<file path="src/rtl/comet2_mem_pkg.sv">
// Shared defaults and encodings for the COMET II memory arbiter.
// Optional build macro: ARB_ADDR_GUARD_EN (out-of-window address guard).
package comet2_mem_pkg;

   localparam int ARB_ADDR_W = 16;
   localparam int ARB_DATA_W = 16;
   localparam int ARB_MEM_AW = 8;

   typedef enum logic [1:0] {
      IDLE  = 2'd0,
      SERVE = 2'd1,
      DONE  = 2'd2
   } arb_state_e;

   localparam logic PORT_CPU = 1'b0;
   localparam logic PORT_DBG = 1'b1;

endpackage

</file>
<file path="src/rtl/comet2_mem_arbiter_if.sv">
// Requester and RAM-side bus of the arbiter. The slave modport is the arbiter,
// the master modport is everything around it (CPU, debug loader, RAM model).
interface comet2_mem_arbiter_if
   import comet2_mem_pkg::*;
#(
   parameter int ADDR_W = ARB_ADDR_W,
   parameter int DATA_W = ARB_DATA_W
);
   logic              req0, req1;
   logic              wr0, wr1;
   logic [ADDR_W-1:0] addr0, addr1;
   logic [DATA_W-1:0] wdata0, wdata1;
   logic              ack0, ack1;
   logic [DATA_W-1:0] rdata0, rdata1;
   logic              mem_we, mem_re;
   logic [ADDR_W-1:0] mem_waddr, mem_raddr;
   logic [DATA_W-1:0] mem_wdata, mem_rdata;
   logic              busy, err;

   modport slave (
      input  req0, req1, wr0, wr1, addr0, addr1, wdata0, wdata1, mem_rdata,
      output ack0, ack1, rdata0, rdata1, mem_we, mem_re, mem_waddr, mem_raddr,
             mem_wdata, busy, err
   );

   modport master (
      output req0, req1, wr0, wr1, addr0, addr1, wdata0, wdata1, mem_rdata,
      input  ack0, ack1, rdata0, rdata1, mem_we, mem_re, mem_waddr, mem_raddr,
             mem_wdata, busy, err
   );

endinterface

</file>
<file path="src/rtl/comet2_rr_pick2.sv">
// Combinational two-way round-robin picker: on a tie the port that was not
// served last wins.
module comet2_rr_pick2 (
   input  logic req0,
   input  logic req1,
   input  logic last_owner,
   output logic gnt_valid,
   output logic gnt_id
);

   assign gnt_valid = req0 | req1;
   assign gnt_id    = (req0 & req1) ? ~last_owner : req1;

endmodule

</file>
<file path="src/rtl/comet2_mem_arbiter.sv">
// Two-port round-robin arbiter in front of the single-port program/data RAM.
// One access per grant: IDLE -> SERVE (RAM strobe) -> DONE (ack). Optional
// macro ARB_ADDR_GUARD_EN suppresses accesses above the RAM window and flags err.
module comet2_mem_arbiter
   import comet2_mem_pkg::*;
#(
   parameter int ADDR_W = ARB_ADDR_W,
   parameter int DATA_W = ARB_DATA_W,
   parameter int MEM_AW = ARB_MEM_AW
) (
   input  logic                 mclk,
   input  logic                 rst,
   comet2_mem_arbiter_if.slave  bus
);

   arb_state_e        state_q, state_d;
   logic              owner_q, owner_d;
   logic              last_q, last_d;
   logic              wr_q, wr_d;
   logic              bad_q, bad_d;
   logic [ADDR_W-1:0] addr_q, addr_d;
   logic [DATA_W-1:0] wdata_q, wdata_d;
   logic [DATA_W-1:0] rdata0_q, rdata0_d, rdata1_q, rdata1_d;
   logic              ack0_q, ack0_d, ack1_q, ack1_d;
   logic              err_q, err_d;

   logic              gnt_valid, gnt_id, gnt_bad;
   logic [ADDR_W-1:0] gnt_addr;
   logic [DATA_W-1:0] srv_rdata;

   comet2_rr_pick2 u_pick (
      .req0      (bus.req0),
      .req1      (bus.req1),
      .last_owner(last_q),
      .gnt_valid (gnt_valid),
      .gnt_id    (gnt_id)
   );

   assign gnt_addr = gnt_id ? bus.addr1 : bus.addr0;

`ifdef ARB_ADDR_GUARD_EN
   assign gnt_bad = |gnt_addr[ADDR_W-1:MEM_AW];
`else
   logic unused_mem_aw;
   assign unused_mem_aw = ^MEM_AW;
   assign gnt_bad       = 1'b0;
`endif

   // A guarded read never reaches the RAM, so it returns zero.
   assign srv_rdata = bad_q ? '0 : bus.mem_rdata;

   always_comb begin
      state_d  = state_q;
      owner_d  = owner_q;
      last_d   = last_q;
      wr_d     = wr_q;
      bad_d    = bad_q;
      addr_d   = addr_q;
      wdata_d  = wdata_q;
      rdata0_d = rdata0_q;
      rdata1_d = rdata1_q;
      ack0_d   = 1'b0;
      ack1_d   = 1'b0;
      err_d    = 1'b0;
      case (state_q)
         IDLE: begin
            if (gnt_valid) begin
               owner_d = gnt_id;
               wr_d    = gnt_id ? bus.wr1 : bus.wr0;
               addr_d  = gnt_addr;
               wdata_d = gnt_id ? bus.wdata1 : bus.wdata0;
               bad_d   = gnt_bad;
               state_d = SERVE;
            end
         end
         SERVE: begin
            if (owner_q == PORT_CPU) begin
               ack0_d = 1'b1;
               if (!wr_q) rdata0_d = srv_rdata;
            end else begin
               ack1_d = 1'b1;
               if (!wr_q) rdata1_d = srv_rdata;
            end
            err_d   = bad_q;
            last_d  = owner_q;
            state_d = DONE;
         end
         // Requests are deliberately ignored here so requesters can drop req.
         DONE:    state_d = IDLE;
         default: state_d = IDLE;
      endcase
   end

   always_ff @(posedge mclk) begin
      if (rst) begin
         state_q  <= IDLE;
         owner_q  <= PORT_CPU;
         last_q   <= PORT_DBG;
         wr_q     <= 1'b0;
         bad_q    <= 1'b0;
         addr_q   <= '0;
         wdata_q  <= '0;
         rdata0_q <= '0;
         rdata1_q <= '0;
         ack0_q   <= 1'b0;
         ack1_q   <= 1'b0;
         err_q    <= 1'b0;
      end else begin
         state_q  <= state_d;
         owner_q  <= owner_d;
         last_q   <= last_d;
         wr_q     <= wr_d;
         bad_q    <= bad_d;
         addr_q   <= addr_d;
         wdata_q  <= wdata_d;
         rdata0_q <= rdata0_d;
         rdata1_q <= rdata1_d;
         ack0_q   <= ack0_d;
         ack1_q   <= ack1_d;
         err_q    <= err_d;
      end
   end

   assign bus.mem_we    = (state_q == SERVE) &  wr_q & ~bad_q;
   assign bus.mem_re    = (state_q == SERVE) & ~wr_q & ~bad_q;
   assign bus.mem_waddr = addr_q;
   assign bus.mem_raddr = addr_q;
   assign bus.mem_wdata = wdata_q;
   assign bus.ack0      = ack0_q;
   assign bus.ack1      = ack1_q;
   assign bus.rdata0    = rdata0_q;
   assign bus.rdata1    = rdata1_q;
   assign bus.busy      = (state_q == SERVE) | (state_q == DONE);
   assign bus.err       = err_q;

endmodule
</file>
<file path="src/flat_wrapper.sv">
// flat-port wrapper written by rule: the top's interface ports become plain ports
module comet2_mem_arbiter_flat import comet2_mem_pkg::*;
#(
   parameter int ADDR_W = ARB_ADDR_W,
   parameter int DATA_W = ARB_DATA_W,
   parameter int MEM_AW = ARB_MEM_AW
)
  (mclk, rst, bus_req0, bus_req1, bus_wr0, bus_wr1, bus_addr0, bus_addr1, bus_wdata0, bus_wdata1, bus_mem_rdata, bus_ack0, bus_ack1, bus_rdata0, bus_rdata1, bus_mem_we, bus_mem_re, bus_mem_waddr, bus_mem_raddr, bus_mem_wdata, bus_busy, bus_err);
  comet2_mem_arbiter_if #(.ADDR_W(ADDR_W), .DATA_W(DATA_W)) bus_i ();
  input  logic mclk;
  input  logic rst;
  input wire logic [$bits(bus_i.req0)-1:0] bus_req0;
  input wire logic [$bits(bus_i.req1)-1:0] bus_req1;
  input wire logic [$bits(bus_i.wr0)-1:0] bus_wr0;
  input wire logic [$bits(bus_i.wr1)-1:0] bus_wr1;
  input wire logic [$bits(bus_i.addr0)-1:0] bus_addr0;
  input wire logic [$bits(bus_i.addr1)-1:0] bus_addr1;
  input wire logic [$bits(bus_i.wdata0)-1:0] bus_wdata0;
  input wire logic [$bits(bus_i.wdata1)-1:0] bus_wdata1;
  input wire logic [$bits(bus_i.mem_rdata)-1:0] bus_mem_rdata;
  output wire logic [$bits(bus_i.ack0)-1:0] bus_ack0;
  output wire logic [$bits(bus_i.ack1)-1:0] bus_ack1;
  output wire logic [$bits(bus_i.rdata0)-1:0] bus_rdata0;
  output wire logic [$bits(bus_i.rdata1)-1:0] bus_rdata1;
  output wire logic [$bits(bus_i.mem_we)-1:0] bus_mem_we;
  output wire logic [$bits(bus_i.mem_re)-1:0] bus_mem_re;
  output wire logic [$bits(bus_i.mem_waddr)-1:0] bus_mem_waddr;
  output wire logic [$bits(bus_i.mem_raddr)-1:0] bus_mem_raddr;
  output wire logic [$bits(bus_i.mem_wdata)-1:0] bus_mem_wdata;
  output wire logic [$bits(bus_i.busy)-1:0] bus_busy;
  output wire logic [$bits(bus_i.err)-1:0] bus_err;
  assign bus_i.req0 = bus_req0;
  assign bus_i.req1 = bus_req1;
  assign bus_i.wr0 = bus_wr0;
  assign bus_i.wr1 = bus_wr1;
  assign bus_i.addr0 = bus_addr0;
  assign bus_i.addr1 = bus_addr1;
  assign bus_i.wdata0 = bus_wdata0;
  assign bus_i.wdata1 = bus_wdata1;
  assign bus_i.mem_rdata = bus_mem_rdata;
  assign bus_ack0 = bus_i.ack0;
  assign bus_ack1 = bus_i.ack1;
  assign bus_rdata0 = bus_i.rdata0;
  assign bus_rdata1 = bus_i.rdata1;
  assign bus_mem_we = bus_i.mem_we;
  assign bus_mem_re = bus_i.mem_re;
  assign bus_mem_waddr = bus_i.mem_waddr;
  assign bus_mem_raddr = bus_i.mem_raddr;
  assign bus_mem_wdata = bus_i.mem_wdata;
  assign bus_busy = bus_i.busy;
  assign bus_err = bus_i.err;
  comet2_mem_arbiter #(.ADDR_W(ADDR_W), .DATA_W(DATA_W), .MEM_AW(MEM_AW)) u_core (.mclk(mclk), .rst(rst), .bus(bus_i));
endmodule
</file>
<file path="config.mk">
export PLATFORM = sky130hd
export DESIGN_NAME = comet2_mem_arbiter_flat
export DESIGN_NICKNAME = d
export VERILOG_FILES = /design/src/rtl/comet2_mem_pkg.sv /design/src/rtl/comet2_mem_arbiter_if.sv /design/src/rtl/comet2_rr_pick2.sv /design/src/rtl/comet2_mem_arbiter.sv /design/src/flat_wrapper.sv
export SDC_FILE = /design/constraint.sdc
export NUM_CORES = 1
export LEC_CHECK = 0
export ABC_AREA = 0
export BUFFER_PORTS_ARGS = -buffer_cell sky130_fd_sc_hd__buf_2
export CAP_MARGIN = 20
export CORE_ASPECT_RATIO = 0.6
export CORE_MARGIN = 2
export CORE_UTILIZATION = 35
export DETAILED_ROUTE_END_ITERATION = 6
export PLACE_DENSITY = 0.65
export SLEW_MARGIN = 5
export SYNTH_ARGS = -nofsm -noshare
export SYNTH_HDL_FRONTEND = slang
export SYNTH_SLANG_ARGS = --single-unit
export TNS_END_PERCENT = 30
</file>
<file path="constraint.sdc">
create_clock -name mclk -period 2 [get_ports mclk]
set_input_delay 0.4 -clock mclk [delete_from_list [all_inputs] [get_ports mclk]]
set_output_delay 0.4 -clock mclk [all_outputs]
set_load 0.01 [all_outputs]
</file>
Word-level counts from Yosys, hierarchy flattened
Cells that the tools add are included.
{ "word_totals": {"register_bits": 71, "inputBits": 86, "out_inout_bits": 86, "word_cells": 35} }
{ "op_classes": {"eq_ne": 3, "n_mux": 8, "bitwise_logic": 9, "reduce_logical": 5} }
{ "ops": {"columns": ["cell", "count"], "rows": [
  ["16-bit 2-to-1 mux", 2],
  ["3-bit AND reduction", 2],
  ["1-bit 2-to-1 mux", 4],
  ["1-bit inverter", 4],
  ["2-bit one-hot mux with 2 select lines", 1],
  ["1-bit bitwise AND", 3],
  ["2-bit by 1-bit == test with 1-bit output (second input constant)", 1],
  ["2-bit == test (second input constant)", 1],
  ["2-bit zero test", 1],
  ["2-bit 2-to-1 mux", 1],
  ["2-bit by 1-bit inequality test with 1-bit output (second input constant)", 1],
  ["1-bit bitwise OR", 2],
  ["2-bit AND reduction", 1],
  ["2-bit OR reduction", 1]
]} }

Longest topological paths before layout
Gate-level depths: netlist of run 1.
{ "logic_depth": {"depth_word": 3, "mapped_depth": 7, "ltp_nobuf": 5} }

Modules after synthesis
From an unflattened synthesis of run 1, not the netlist that was laid out.
{ "hier_totals": {"hier_cells": 339, "hier_area_um2": 3022.9} }
{ "modules_own_cells": {"columns": ["module", "instances", "cells_per_inst", "area_each_um2", "seq_area_each_um2"], "rows": [
  ["comet2_mem_arbiter", 1, 337, 3009.1, 1421.4],
  ["comet2_rr_pick2", 1, 2, 13.8, 0.0]
]} }

Least setup slack after synthesis of run 1
OpenSTA, ideal clock, no wires.
{ "synth_timing": {"path_kind": "reg2reg", "startpoint": "reg u_core.state_q[1]", "endpoint": "reg u_core.rdata0_q[11], in the netlist u_core.bus.rdata0[11]", "setup_time_ns": 0.132, "t_arrival_ns": 1.299, "t_required_ns": 1.868, "path_slack_ns": 0.568, "path_stages_with_launch": 8, "n_path_buf": 2, "synth_period_minus_slack_ns": 1.432, "cell_sequence": "dfxtp_1 inv_1 ha_1 or3b_1 buf_6 buf_6 nand2_1 a21oi_1"} }
{ "synth_via": {"elab_chain_cells": 2} }
{ "synth_rtl": {"columns": ["item", "line", "text"], "rows": [
  ["from (decl)", "comet2_mem_arbiter.sv:16", "arb_state_e state_q, state_d;"],
  ["from (signal assigned)", "comet2_mem_arbiter.sv:109", "state_q <= state_d;"],
  ["2-bit by 1-bit == test with 1-bit output", "comet2_mem_arbiter.sv:65", "case (state_q)"],
  ["3-bit AND reduction (no source line)", null, null],
  ["to (signal assigned)", "comet2_mem_arbiter.sv:116", "rdata0_q <= rdata0_d;"],
  ["to (decl)", "comet2_mem_arbiter.sv:23", "logic [DATA_W-1:0] rdata0_q, rdata0_d, rdata1_q, rdata1_d;"]
]} }
Every way passes these cells.
A chain may end at the register's enable or synchronous reset.

Worst setup path in the final report of run 1
{ "layout_timing": {"startpoint": "reg u_core.state_q[1]", "endpoint": "out bus_mem_re"} }
{ "layout_via": {"elab_chain_cells": 2} }
{ "layout_rtl": {"columns": ["item", "line", "text"], "rows": [
  ["2-bit by 1-bit == test with 1-bit output", "comet2_mem_arbiter.sv:125", "assign bus.mem_re = (state_q == SERVE) & ~wr_q & ~bad_q;"],
  ["1-bit bitwise AND", "comet2_mem_arbiter.sv:125", null],
  ["to (decl)", "flat_wrapper.sv:26", "output wire logic [$bits(bus_i.mem_re)-1:0] bus_mem_re;"]
]} }
Every way passes these cells.

==> results of run 1 <==
==> final timing paths <==
check	start	to	slack, ps	cells after the start
worst max-delay path	u_core.state_q[1]	bus_mem_re	340	4
worst min-delay path	bus_mem_rdata[13]	u_core.bus.rdata1[13]	320	3
worst max register to register	u_core.state_q[0]	u_core.bus.mem_raddr[15]	350	6
worst min register to register	u_core.bus.rdata1[13]	u_core.bus.rdata1[13]	450	2
==> stage by stage <==
stage	std cells	setup WS (ps)	cell area, um^2	hold WS, ps
6_report	633	338	4270	318
5_1_grt	633	126	4270	317
4_1_cts	633	307	4270	306
3_5_place_dp	617	186	3950	446
3_3_place_gp	617	223	3950	441
2_1_floorplan	372	568	3160	464
==> cell type report <==
class                           instances  area [um^2]
Inverter                                2         7.51
Fill cell                             857         4350
Multi-Input combinational cell        253         1430
Clock inverter                          5         81.3
Clock buffer                           11          243
Sequential cell                        71         1420
Timing Repair Buffer                  179          956
Tap cell                              112          140
==> power breakdown <==
part           internal [uW]  switching, uW
combinational            379            509
sequential              1550           84.1
clock                   1130            588
==> logic make-up after synthesis <==
| logic type | after synthesis | share of synthesized area (%) |
|---|---|---|
| and+or+nand+nor | 144 | 18.8 |
| AOI/OAI and AO/OA | 104 | 24.7 |
| DFF | 71 | 45.0 |
| buffers and inverters | 48 | 9.83 |
| adders and majority gates | 3 | 1.19 |
| muxes | 1 | 0.317 |
| other | 1 | 0.119 |
==> cell usage after synthesis, drive strengths merged, types with 2 or more instances <==
| cell | count |
|---|---|
| dfxtp | 71 |
| and3b | 2 |
| ha | 3 |
| clkbuf | 9 |
| buf | 37 |
| nor2 | 35 |
| a21oi | 65 |
| inv | 2 |
| nand2 | 97 |
| nor2b | 2 |
| nor3b | 4 |
| a211oi | 33 |
==> cell usage in the layout (no fill, tap or decap), types with 2 or more instances in the layout <==
master / n
dfxtp_1: 71
inv_1: 2
clkbuf_16: 9
buf_4: 6
buf_2: 170
nand2_1: 97
buf_12: 3
a211oi_2: 29
a21oi_1: 65
nor3b_1: 3
nor2_1: 35
ha_1: 3
nor2b_1: 2
and3b_1: 2
a211oi_1: 4
bufinv_16: 2
==> critical path, cell delays in order (launching register included) <==
cell	delay (ps)
dfxtp_1	310
inv_1	90
ha_1	250
nor2b_1	150
buf_2	140
==> registers in the layout, summed over array words and instances (netlist names) <==
name and count:
u_core.bus.mem_raddr 16, u_core.bus.rdata0 16, u_core.bus.ack1 1, u_core.bus.mem_wdata 16, u_core.owner_q 1, u_core.last_q 1
u_core.bus.rdata1 16, u_core.wr_q 1, u_core.state_q 2, u_core.bus.ack0 1
==> metal layers <==
| layer | vias up | track usage, % | part of all wire, % |
|---|---|---|---|
| li1 | 1523 | - | - |
| met1 | 1402 | 22.9 | 46 |
| met2 | 104 | 30.1 | 45 |
| met3 | 5 | 6.62 | 8.2 |
| met4 | 0 | 4.62 | 0.74 |
| met5 | - | 0 | 0 |
==> flow_summary.json, run 1 <==
{
  "fin_skew_ps": 4.74,
  "routed_wirelength_mm": 8.78,
  "fin_crit_ps": 1660,
  "hold_buffers": 0,
  "grt_util_all_layers_pct": 18.3,
  "core-area_um2": 8620,
  "total_power_uw": 4230,
  "cts_resized": 0,
  "p_leak_uw": 0.00203,
  "cp-start-kind": "flop",
  "setup_violations": 0,
  "drive_gt1_share_pct": 43.6,
  "synthArstFlopShare_pct": 0,
  "status": "complete, no violations",
  "clk_pin_slew_ps": 60,
  "synth_warnings": 0,
  "die_area_um2": 9820,
  "dr_total_vias": 3034,
  "nNetsFinal": 605,
  "dpl.hpwl_mm": 6.56,
  "power_density_nw_per_um2": 990,
  "worstMarginPinSlew_ps": 789,
  "drt-pass1-iter-count": 4,
  "slew-limit-headroom_pct": 47.4,
  "slew_violations": 0,
  "fmax_mhz": 602,
  "peakVddDrop_v": 0.000356,
  "cp-end-kind": "output port",
  "synth_area_leaders": "dfxtp_1, nand2_1, a211oi_2",
  "tns_ps": 0,
  "pin_count": 172,
  "start_util_pct": 36.6,
  "fin_crit_sh_pct": 83.1,
  "synthCells": 372,
  "path_class": "reg -> out",
  "synth_top_area_share_pct": 45.0,
  "gp_congestion": 0.718,
  "yosys.area.top_type": "dfxtp_1",
  "io_buffers": 170,
  "cts_buffers": 9,
  "synth_edf_count": 0,
  "avgSynthCellArea_um2": 8.49,
  "antenna_left": 0,
  "die_x_um": 127,
  "grt_pass1_vias": 3040,
  "fp-row-count": 26,
  "grt_setup_unrepaired": "no",
  "required_ps": 1600,
  "synth_cell_type_count": 29,
  "antenna_cells": 0,
  "path_max_fanout": 6,
  "clk_path_buf_depth": 2,
  "syn_nets": 461,
  "seq_area_frac_synth_pct": 45.0,
  "cp.arrival_ps": 1260,
  "final_util_pct": 49.6,
  "wl_per_cell_um": 13.9,
  "via_per_inst": 4.79,
  "insertion_delay_ps": 330,
  "grt_first_pass_wirelength_mm": 14.5,
  "drc": 0,
  "area_delta_synth_final_pct": 35.4,
  "overflow": 0,
  "clock_sinks": 71,
  "grt_max_degree": 34,
  "htreeDepth": 3,
  "die_h_um": 77.6,
  "post-cts-setup-buffer-count": 0,
  "netlist_area_um2": 3160,
  "maxCapViolations": 0,
  "tritoncts": "done",
  "drt_iter0_drc": 110,
  "synth-main-ff-cell": "dfxtp_1",
  "hold_viol": 0,
  "hold_class": "in -> reg",
  "cts-root-buf": "clkbuf_16",
  "antenna_found_initial": 0,
  "ys_seq_elements": 71
}
(Power assumes the default switching activity.)
==> run 2, diff against run 1 <==
--- a/config.mk
+++ b/config.mk
@@ -12,7 +12,7 @@
 export CORE_MARGIN = 2
 export CORE_UTILIZATION = 35
 export DETAILED_ROUTE_END_ITERATION = 6
-export PLACE_DENSITY = 0.65
+export PLACE_DENSITY = 0.68
 export SLEW_MARGIN = 5
 export SYNTH_ARGS = -nofsm -noshare
 export SYNTH_HDL_FRONTEND = slang
==> constraint.sdc (replaced) <==
create_clock -name mclk -period 1.4 [get_ports mclk]
set_input_delay 0.28 -clock mclk [delete_from_list [all_inputs] [get_ports mclk]]
set_output_delay 0.28 -clock mclk [all_outputs]
set_load 0.01 [all_outputs]
==> run 2 against run 1 <==
Compared with the run above:
- the flow now finishes with violations (setup timing)
- design area rose by 5.0%
- global-route usage grew 0.67 points
- clock power rose by 19%
- combinational power is 70% higher
- register-to-register slack got worse by 350 ps
- final cell count increased by 2.1%
- utilization rose by 2.5 points
- via count is 4.0% higher
- first-iteration DRC count grew 46%
- largest power group is now sequential cells
- highest routed layer unchanged
==> flow_summary.json, run 2 (synthesis gave the netlist of run 1 again) <==
{
  "power.internal_uw": 4090,
  "cts_buffers": 9,
  "layout_commonest_cell": "buf_2",
  "dr_total_vias": 3154,
  "dpl.hpwl_mm": 6.72,
  "grt_first_pass_wirelength_mm": 14.8,
  "grt_max_degree": 38,
  "drt_iter0_drc": 161,
  "fmax_mhz": 699,
  "grt_use_met3_pct": 6.62,
  "cp_num_buf_inv": 2,
  "overflow": 0,
  "cts-root-buf": "clkbuf_16",
  "slew_violations": 0,
  "htreeDepth": 3,
  "power_density_nw_per_um2": 1310,
  "grt_setup_unrepaired": "yes",
  "cp_cell_sequence": "inv_4, ha_2, and2_4, buf_6",
  "crit_family": "flip-flops",
  "path_max_fanout": 3,
  "power.switching_uw": 1780,
  "grt_util_all_layers_pct": 19.0,
  "maxCapViolations": 0,
  "peakVddDrop_v": 0.000668,
  "drc": 0,
  "finalWorstSetupSlack_ps": -31.4,
  "antenna_left": 0,
  "clk_path_buf_depth": 2,
  "fin_area_um2": 4490,
  "core-area_um2": 8620,
  "comb_power_share_pct": 25.7,
  "wl_per_cell_um": 14.9,
  "cp.arrival_ps": 1150,
  "pin_count": 172,
  "fin_crit_sh_pct": 102,
  "status": "finished with violations",
  "slowest_delay_ps": 350,
  "p_sw_share_pct": 30.3,
  "clock_sinks": 71,
  "antenna_cells": 0,
  "area_delta_synth_final_pct": 42.2,
  "tritoncts": "done",
  "routed_wirelength_mm": 9.65,
  "drt-pass1-iter-count": 4,
  "power_frac_seq_pct": 39.5,
  "die_x_um": 127,
  "via_per_inst": 4.88,
  "p_clk_share_pct": 34.8,
  "p_leak_uw": 0.00212,
  "die_area_um2": 9820,
  "fp-row-count": 26,
  "insertion_delay_ps": 330,
  "hold_class": "in -> reg",
  "start_util_pct": 36.6,
  "final_util_pct": 52.1,
  "dp_cells": 626,
  "fin_crit_ps": 1430,
  "busiest_layer": "met2",
  "setup_violations": 3,
  "gp_congestion": 0.761,
  "placed_area_um2": 4080,
  "grt.met2_usage_pct": 30.7,
  "nNetsFinal": 618,
  "clk_pin_slew_ps": 60,
  "io_buffers": 170,
  "path_class": "reg -> out",
  "crit_slowest_cell": "dfxtp_2",
  "met1_usage_pct": 23.6,
  "drive_gt1_share_pct": 47.0,
  "stdcell_count": 646,
  "required_ps": 1120,
  "cp-start-kind": "flop",
  "cp-end-kind": "output port",
  "final_cell_mix": "buf_2, nand2_1, dfxtp_1, a21oi_1, nor2_1",
  "fin_skew_ps": 6.86,
  "die_h_um": 77.6,
  "grt_pass1_vias": 3116,
  "antenna_found_initial": 0,
  "hold_viol": 0,
  "failed_checks": "setup timing"
}
[run 2: changes by cell type in the layout (fill, tap and decap cells not counted), moves of 2 or more]
| cell | previous run | this run |
|---|---|---|
| buf_12 | 3 | 7 |
| buf_2 | 170 | 168 |
| buf_4 | 6 | 11 |
| buf_6 | 0 | 4 |
| bufinv_16 | 2 | 0 |
| clkinv_2 | 1 | 4 |
| dfxtp_1 | 71 | 69 |
| ha_1 | 3 | 0 |
| ha_4 | 0 | 2 |
[run 2: through the flow]
step	setup WS (ps)	hold slack (ps)	TNS, ps	power [uW]
floorplan	4.82	416	0	3240
global placement	-57.9	440	-963	3700
detailed placement	-107	444	-3610	3750
CTS	-78.2	178	-657	5860
global route	-102	193	-1090	6170
finish	-31.4	197	-74.3	5870
[run 2: area by class of cell]
cell class	instances	area (um^2)
timing repair buffer	192	1160
clock buffer	10	229
fill	842	4130
tap	112	140
clock inverter	6	37.5
multi-input combinational	253	1480
inverter	2	10.0
sequential	71	1430
[run 2: worst register-to-register path: stages, from the launching register on]
cell and delay, ps:
dfxtp_2 330, inv_4 80, ha_4 160, or3b_1 370, buf_6 180, nand2_1 80, a21oi_1 70
[run 2: worst paths after layout]
check                  startpoint  cells after the start  slack, ps                     to
max reg2reg     u_core.state_q[1]                      6          0   u_core.bus.rdata0[9]
min             bus_mem_rdata[15]                      3        200  u_core.bus.rdata0[15]
min reg2reg  u_core.bus.rdata0[2]                      2        450   u_core.bus.rdata0[2]
max             u_core.state_q[1]                      4        -30             bus_mem_we
[run 2: per-layer routing]
metal / wire length (um) / vias to the layer above
li1: - / 1548
met5: 0 / -
met3: 675 / 10
met1: 4250 / 1486
met4: 99 / 0
met2: 4630 / 110
[run 2: power groups by stage]
stage	combinational [uW]	sequential [uW]	clock [uW]
after floorplan	800	2440	0
after global placement	1350	2350	0
after detailed placement	1390	2360	0
after CTS	1440	2320	2100
after global routing	1650	2340	2180
final	1510	2320	2040
[run 2: timing repair]
item,4_1_cts,5_1_grt
gates cloned,1,2
hold buffers,0,0
endpoints found under the setup margin,59,52
pin swaps,0,3
buffers inserted,0,1
gates resized for setup,6,14
